===== src/rtl/asrm_ram_responder_pkg.sv =====
// Shared definitions for the asrm bus responder: FSM encodings, wait-state
// counter width and the value returned on an address miss.
package asrm_ram_responder_pkg;

  typedef enum logic [1:0] {
    BUS_IDLE = 2'd0,
    BUS_WAIT = 2'd1,
    BUS_EXEC = 2'd2,
    BUS_DONE = 2'd3
  } bus_state_e;

  localparam int unsigned CNT_W      = 4;
  localparam int unsigned MISS_RDATA = 0;

endpackage


===== src/rtl/asrm_ram_array.sv =====
// Synchronous single-port word RAM with a registered read; contents are
// never cleared, so it carries no reset.
module asrm_ram_array #(
  parameter int unsigned wordsize   = 16,
  parameter int unsigned depth_log2 = 8
) (
  input  logic                  clk,
  input  logic                  we,
  input  logic [depth_log2-1:0] addr,
  input  logic [wordsize-1:0]   wdata,
  output logic [wordsize-1:0]   rdata
);

  logic [wordsize-1:0] mem [0:(1 << depth_log2)-1];
  logic [wordsize-1:0] rdata_q;

  always_ff @(posedge clk) begin
    if (we) begin
      mem[addr] <= wdata;
    end
    rdata_q <= mem[addr];
  end

  assign rdata = rdata_q;

endmodule


===== src/rtl/asrm_ram_responder.sv =====
// Bus target for the asrm CPU: address decode, wait-state sequencing and a
// ready flag in front of a single-port word RAM.
module asrm_ram_responder
  import asrm_ram_responder_pkg::*;
#(
  parameter int unsigned wordsize    = 16,
  parameter int unsigned depth_log2  = 8,
  parameter int unsigned base_addr   = 0,
  parameter int unsigned wait_states = 1
) (
  input  logic                clk,
  input  logic                reset,
  input  logic [wordsize-1:0] addr,
  input  logic [wordsize-1:0] wdata,
  input  logic                write_en,
  output logic [wordsize-1:0] rdata,
  output logic                ready,
  output logic                hit
);

  localparam logic [wordsize-1:0] BASE      = wordsize'(base_addr);
  localparam logic [CNT_W-1:0]    WAIT_LOAD = CNT_W'(wait_states);

  // The window ends at the top of the address space if base + depth wraps.
  function automatic logic in_window(input logic [wordsize-1:0] a);
    logic [wordsize-1:0] off;
    off = a - BASE;
    return (a >= BASE) && ((off >> depth_log2) == '0);
  endfunction

  bus_state_e            state_q, state_d;
  logic [wordsize-1:0]   addr_q, addr_d;
  logic [wordsize-1:0]   wdata_q, wdata_d;
  logic                  we_q, we_d;
  logic                  hit_q, hit_d;
  logic [wordsize-1:0]   rdata_q, rdata_d;
  logic                  ready_q, ready_d;
  logic [CNT_W-1:0]      counter_q, counter_d;
  logic                  first_q, first_d;

  logic                  capture;
  logic                  start;
  logic                  changed;
  logic                  mem_we;
  logic                  mem_wr_en;
  logic [depth_log2-1:0] mem_idx;
  logic [wordsize-1:0]   mem_rdata;

  always_comb begin
    state_d   = state_q;
    addr_d    = addr_q;
    wdata_d   = wdata_q;
    we_d      = we_q;
    hit_d     = hit_q;
    rdata_d   = rdata_q;
    ready_d   = ready_q;
    counter_d = counter_q;
    first_d   = first_q;
    capture   = 1'b0;
    mem_we    = 1'b0;

    changed = (addr != addr_q) || (write_en != we_q) || (wdata != wdata_q);
    start   = first_q || (addr != addr_q) ||
              (write_en && (!we_q || (wdata != wdata_q)));

    case (state_q)
      BUS_IDLE, BUS_DONE: begin
        capture = start;
      end
      BUS_WAIT: begin
        if (changed) begin
          capture = 1'b1;
        end else begin
          counter_d = counter_q - CNT_W'(1);
          if (counter_q <= CNT_W'(1)) begin
            state_d = BUS_EXEC;
          end
        end
      end
      BUS_EXEC: begin
        mem_we = we_q && hit_q;
        if (!hit_q) begin
          rdata_d = wordsize'(MISS_RDATA);
        end else if (we_q) begin
          rdata_d = wdata_q;
        end else begin
          rdata_d = mem_rdata;
        end
        ready_d = 1'b1;
        state_d = BUS_DONE;
      end
      default: begin
        state_d = BUS_IDLE;
      end
    endcase

    if (capture) begin
      addr_d    = addr;
      wdata_d   = wdata;
      we_d      = write_en;
      hit_d     = in_window(addr);
      ready_d   = 1'b0;
      counter_d = WAIT_LOAD;
      first_d   = 1'b0;
      state_d   = (WAIT_LOAD != '0) ? BUS_WAIT : BUS_EXEC;
    end

    // Read address follows the next captured address so the registered
    // RAM output is already valid during the EXEC cycle.
    mem_idx = depth_log2'(addr_d - BASE);
  end

  always_ff @(posedge clk) begin
    if (!reset) begin
      state_q   <= BUS_IDLE;
      addr_q    <= '0;
      wdata_q   <= '0;
      we_q      <= 1'b0;
      hit_q     <= 1'b0;
      rdata_q   <= '0;
      ready_q   <= 1'b0;
      counter_q <= '0;
      first_q   <= 1'b1;
    end else begin
      state_q   <= state_d;
      addr_q    <= addr_d;
      wdata_q   <= wdata_d;
      we_q      <= we_d;
      hit_q     <= hit_d;
      rdata_q   <= rdata_d;
      ready_q   <= ready_d;
      counter_q <= counter_d;
      first_q   <= first_d;
    end
  end

  // A reset landing on the EXEC edge must not commit the pending write.
  assign mem_wr_en = mem_we && reset;

  asrm_ram_array #(
    .wordsize  (wordsize),
    .depth_log2(depth_log2)
  ) u_ram (
    .clk  (clk),
    .we   (mem_wr_en),
    .addr (mem_idx),
    .wdata(wdata_q),
    .rdata(mem_rdata)
  );

  assign rdata = rdata_q;
  assign ready = ready_q;
  assign hit   = hit_q;

endmodule


===== config.mk =====
export PLATFORM = sky130hd
export DESIGN_NAME = asrm_ram_responder
export DESIGN_NICKNAME = d
export VERILOG_FILES = /design/src/rtl/asrm_ram_responder_pkg.sv /design/src/rtl/asrm_ram_array.sv /design/src/rtl/asrm_ram_responder.sv
export SDC_FILE = /design/constraint.sdc
export NUM_CORES = 2
export LEC_CHECK = 0
export CAP_MARGIN = 20
export CORE_AREA = 5 5 614 616
export CTS_CLUSTER_SIZE = 8
export DETAILED_ROUTE_END_ITERATION = 10
export DIE_AREA = 0 0 619 621
export PLACE_DENSITY = 0.66
export SYNTH_ARGS = -nofsm -noshare
export SYNTH_HDL_FRONTEND = slang
export SYNTH_HIERARCHICAL = 1
export SYNTH_SLANG_ARGS = --single-unit

===== constraint.sdc =====
create_clock -name clk -period 23.5 [get_ports clk]
set_input_delay 4.7 -clock clk [delete_from_list [all_inputs] [get_ports clk]]
set_output_delay 4.7 -clock clk [all_outputs]
set_load 0.02 [all_outputs]

==> impl_results.md <==
* Area delta synth->final at 15.8%
* Antenna violations before repair at 25
* Core footprint at 0.371 mm²
* Layout cell share with drive strength beyond 1 at 28.2%
* R2r worst-path depth at 15
* Crit path max fanout at 105
* Seq/Total Area, Yosys at 78.6%
* Worst-Margin Slew at 1.23 ns
* Die area at 0.384 mm²
* Hold WC Path Type: reg2reg
* Initial drt markers at 11,383
* Commonest non-fill, non-tap cell in the layout: edfxtp_1
* Number of buffers created by CTS at 592
* Synth area leaders: edfxtp_1 (78%), mux4_2 (15%), a22oi_1 (2.4%), dfxtp_1 (0.93%), a21oi_1 (0.87%)
* RSZ-0062 raised after global routing: false
* Req. time, crit path at 24.34 ns
* Syn Inst Count at 7,076
* Power after layout at 17.0 mW
* Nets at 7,715
* VDD IR max at 0.0000786 V
* Row count at 224
* Wirelength per Cell at 32.5 µm
* Pwr Density at 92.5 mW/mm²
* DR vias/cell at 6.19
* R2R setup slack at 14.53 ns
* CTS Hold Bufs at 0
* Seq cells post-synth at 4,170
* Clk slew on worst S/H paths at 0.05 ns
* Fin area at 0.184 mm²
* Port buffer count at 52
* Status: finished, final reports clean
* Setup crit start kind: primary input
* Drt total wl at 416 mm
* CTS tree: built
* Hold path cells at 2
* Filler cell count at 28,632
* Hold EP: first_q
* Clock Sink Count at 4,170
* Pre-Repair DR Iteration Count at 6
* Die Y at 621 µm
* Ys Warns at 6
* Gr ovfl total at 0
* Vias after detailed routing at 79,221
* Worst slew margin at 16.7%
* Clk_skew at 0.0656 ns
* Post-Place Cell Area at 0.167 mm²
* RR Startpoint: wdata_q[2]
* Mapped Area at 0.158 mm²
* Largest net degree at the start of global routing at 206
* Worst-skew pair later-pin latency at 1.02 ns
* GP Congestion at 0.816
* First-pass GRT wire length at 593 mm
* Most frequent cells in the layout: edfxtp_1 (4,096), mux4_2 (1,024), clkbuf_16 (597)
* CTS resizes at 0
* Hold Path Origin: first_q
* Synth Area per Inst at 22.4 µm²
* Leak at 57.7 nW
* FMAX at 0.0811 GHz
* Minimum clock period at 12.33 ns
* Post-DP HPWL at 230 mm
* Area taken by multi-input logic gates at 0.0324 mm²
* I/O pins at 53
* Syn_nets at 7,116
* Area leader, netlist: edfxtp_1
* Crit end category: register
* Starting Density at 42.7%
* Fin Hold WS at 0.469 ns
* CTS Root Cell: clkbuf_16
* Share of the synthesized area in the top cell type at 77.6%
* Final count of hold timing violations at 0
* H-tree depth at 6
* Critical path class: in2reg
* Ys async rst share at 0%
* Final Max Tran Viols at 0
* Vias in the first global route at 79,405
* Final setup viols at 0
* Setup TNS at 0 ns
* Number of synthesized flops with an enable pin at 4,096
* ANT nets after route at 0
* Synth cell types at 42
* Final Cycle Share at 52.5%
* Post-CTS Setup Inserts at 0
* DRC at 0
* Synth Flop Type: edfxtp_1
* Max-Cap Viols at 0
* FF-to-FF End: u_ram/rdata[8]
* Die W at 619 µm
* Register area at 0.125 mm²
* Clock Path Buffers at 4
* Critical Path AT at 13.17 ns
* GRT Total Usage at 21.2%
worst max-delay path: stages:
cell and delay [ns]:
clkdlybuf4s50_1 0.55, xnor2_1 0.32, nand4_1 0.23, nor4_4 0.39, o211ai_1 0.16, a31o_4 0.54
mux2_8 0.87, buf_4 0.73, buf_12 0.56, buf_4 0.86, buf_4 0.81, mux4_2 0.41
a22oi_1 0.23, a21oi_1 0.21, o41ai_1 1.00, nand4_1 0.18
sequential cells by signal (all words and copies together), names as in the netlist:
name / flops
addr_q: 16
counter_q: 4
first_q: 1
hit: 1
rdata: 16
ready: 1
state_q: 2
u_ram/mem: 4096
u_ram/rdata: 16
wdata_q: 16
we_q: 1
final cells by class:
class | instances | share of cell area, %
sequential | 4170 | 67.9
multi-input combinational | 2453 | 17.7
tap | 4972 | 3.39
inverter | 13 | 0.0266
clock inverter | 54 | 0.614
timing repair buffer | 445 | 2.11
clock buffer | 683 | 8.32
antenna | 16 | 0.0218
worst max path at each step:
stage | start | to | slack [ns] | cells past startpoint
5_1_grt | wdata[0] | u_ram/rdata[5] | 10.90 | 16
3_3_place_gp | addr[10] | u_ram/rdata[8] | 10.22 | 16
3_5_place_dp | addr[10] | u_ram/rdata[8] | 10.15 | 16
2_1_floorplan | wdata[9] | u_ram/mem[145][0] | 14.56 | 15
4_1_cts | addr[10] | u_ram/rdata[8] | 11.22 | 16
6_report | wdata[0] | u_ram/rdata[8] | 11.17 | 16
synthesized netlist by cell type, types with 24 or more instances:
| cell | number |
|---|---|
| a21oi_1 | 274 |
| a22oi_1 | 512 |
| buf_1 | 55 |
| buf_2 | 80 |
| buf_6 | 26 |
| clkbuf_1 | 261 |
| dfxtp_1 | 74 |
| edfxtp_1 | 4096 |
| mux2i_1 | 50 |
| mux4_2 | 1024 |
| nand2_1 | 97 |
| nand4_1 | 24 |
| nor2_1 | 270 |
| nor3_1 | 33 |
| o41ai_1 | 64 |
| xnor2_1 | 33 |
routing by layer:
layer  GRT usage (%)  share of wire (%)  vias to the layer above  routed length (µm)
li1                -                  -                    31231                   -
met1            30.1                 38                    42269              159000
met2            32.5                 47                     4948              195000
met3            5.13                 11                      761               47600
met4            7.26                3.5                       12               14500
met5               0              0.020                        -                  85
power by group:
part	switching, mW	internal [mW]
combinational	0.697	0.390
clock	3.02	4.57
sequential	0.0559	8.25
stage by stage:
step | cells | setup WS [ns] | utilization (%)
3_3_place_gp | 12032 | 10.22 | 45.0
6_report | 12806 | 11.17 | 49.5
4_1_cts | 12776 | 11.22 | 49.4
3_5_place_dp | 12039 | 10.15 | 45.0
5_1_grt | 12791 | 10.90 | 49.5
2_1_floorplan | 7076 | 14.56 | -
kinds of logic (layout without fill, tap and decap cells):
logic type      Yosys count  count (layout)  synth area share, %
flops                  4170            4170                 78.6
mux                    1083            1083                 15.0
compound gates          865             865                 3.72
simple gates            467             467                 1.25
buf+inv                 453            1195                 1.30
xor+xnor                 33              33                0.182
fa+ha+maj                 5               5               0.0395
other cells               0              16                    0
No activity file was read; power rests on OpenSTA's default activity.
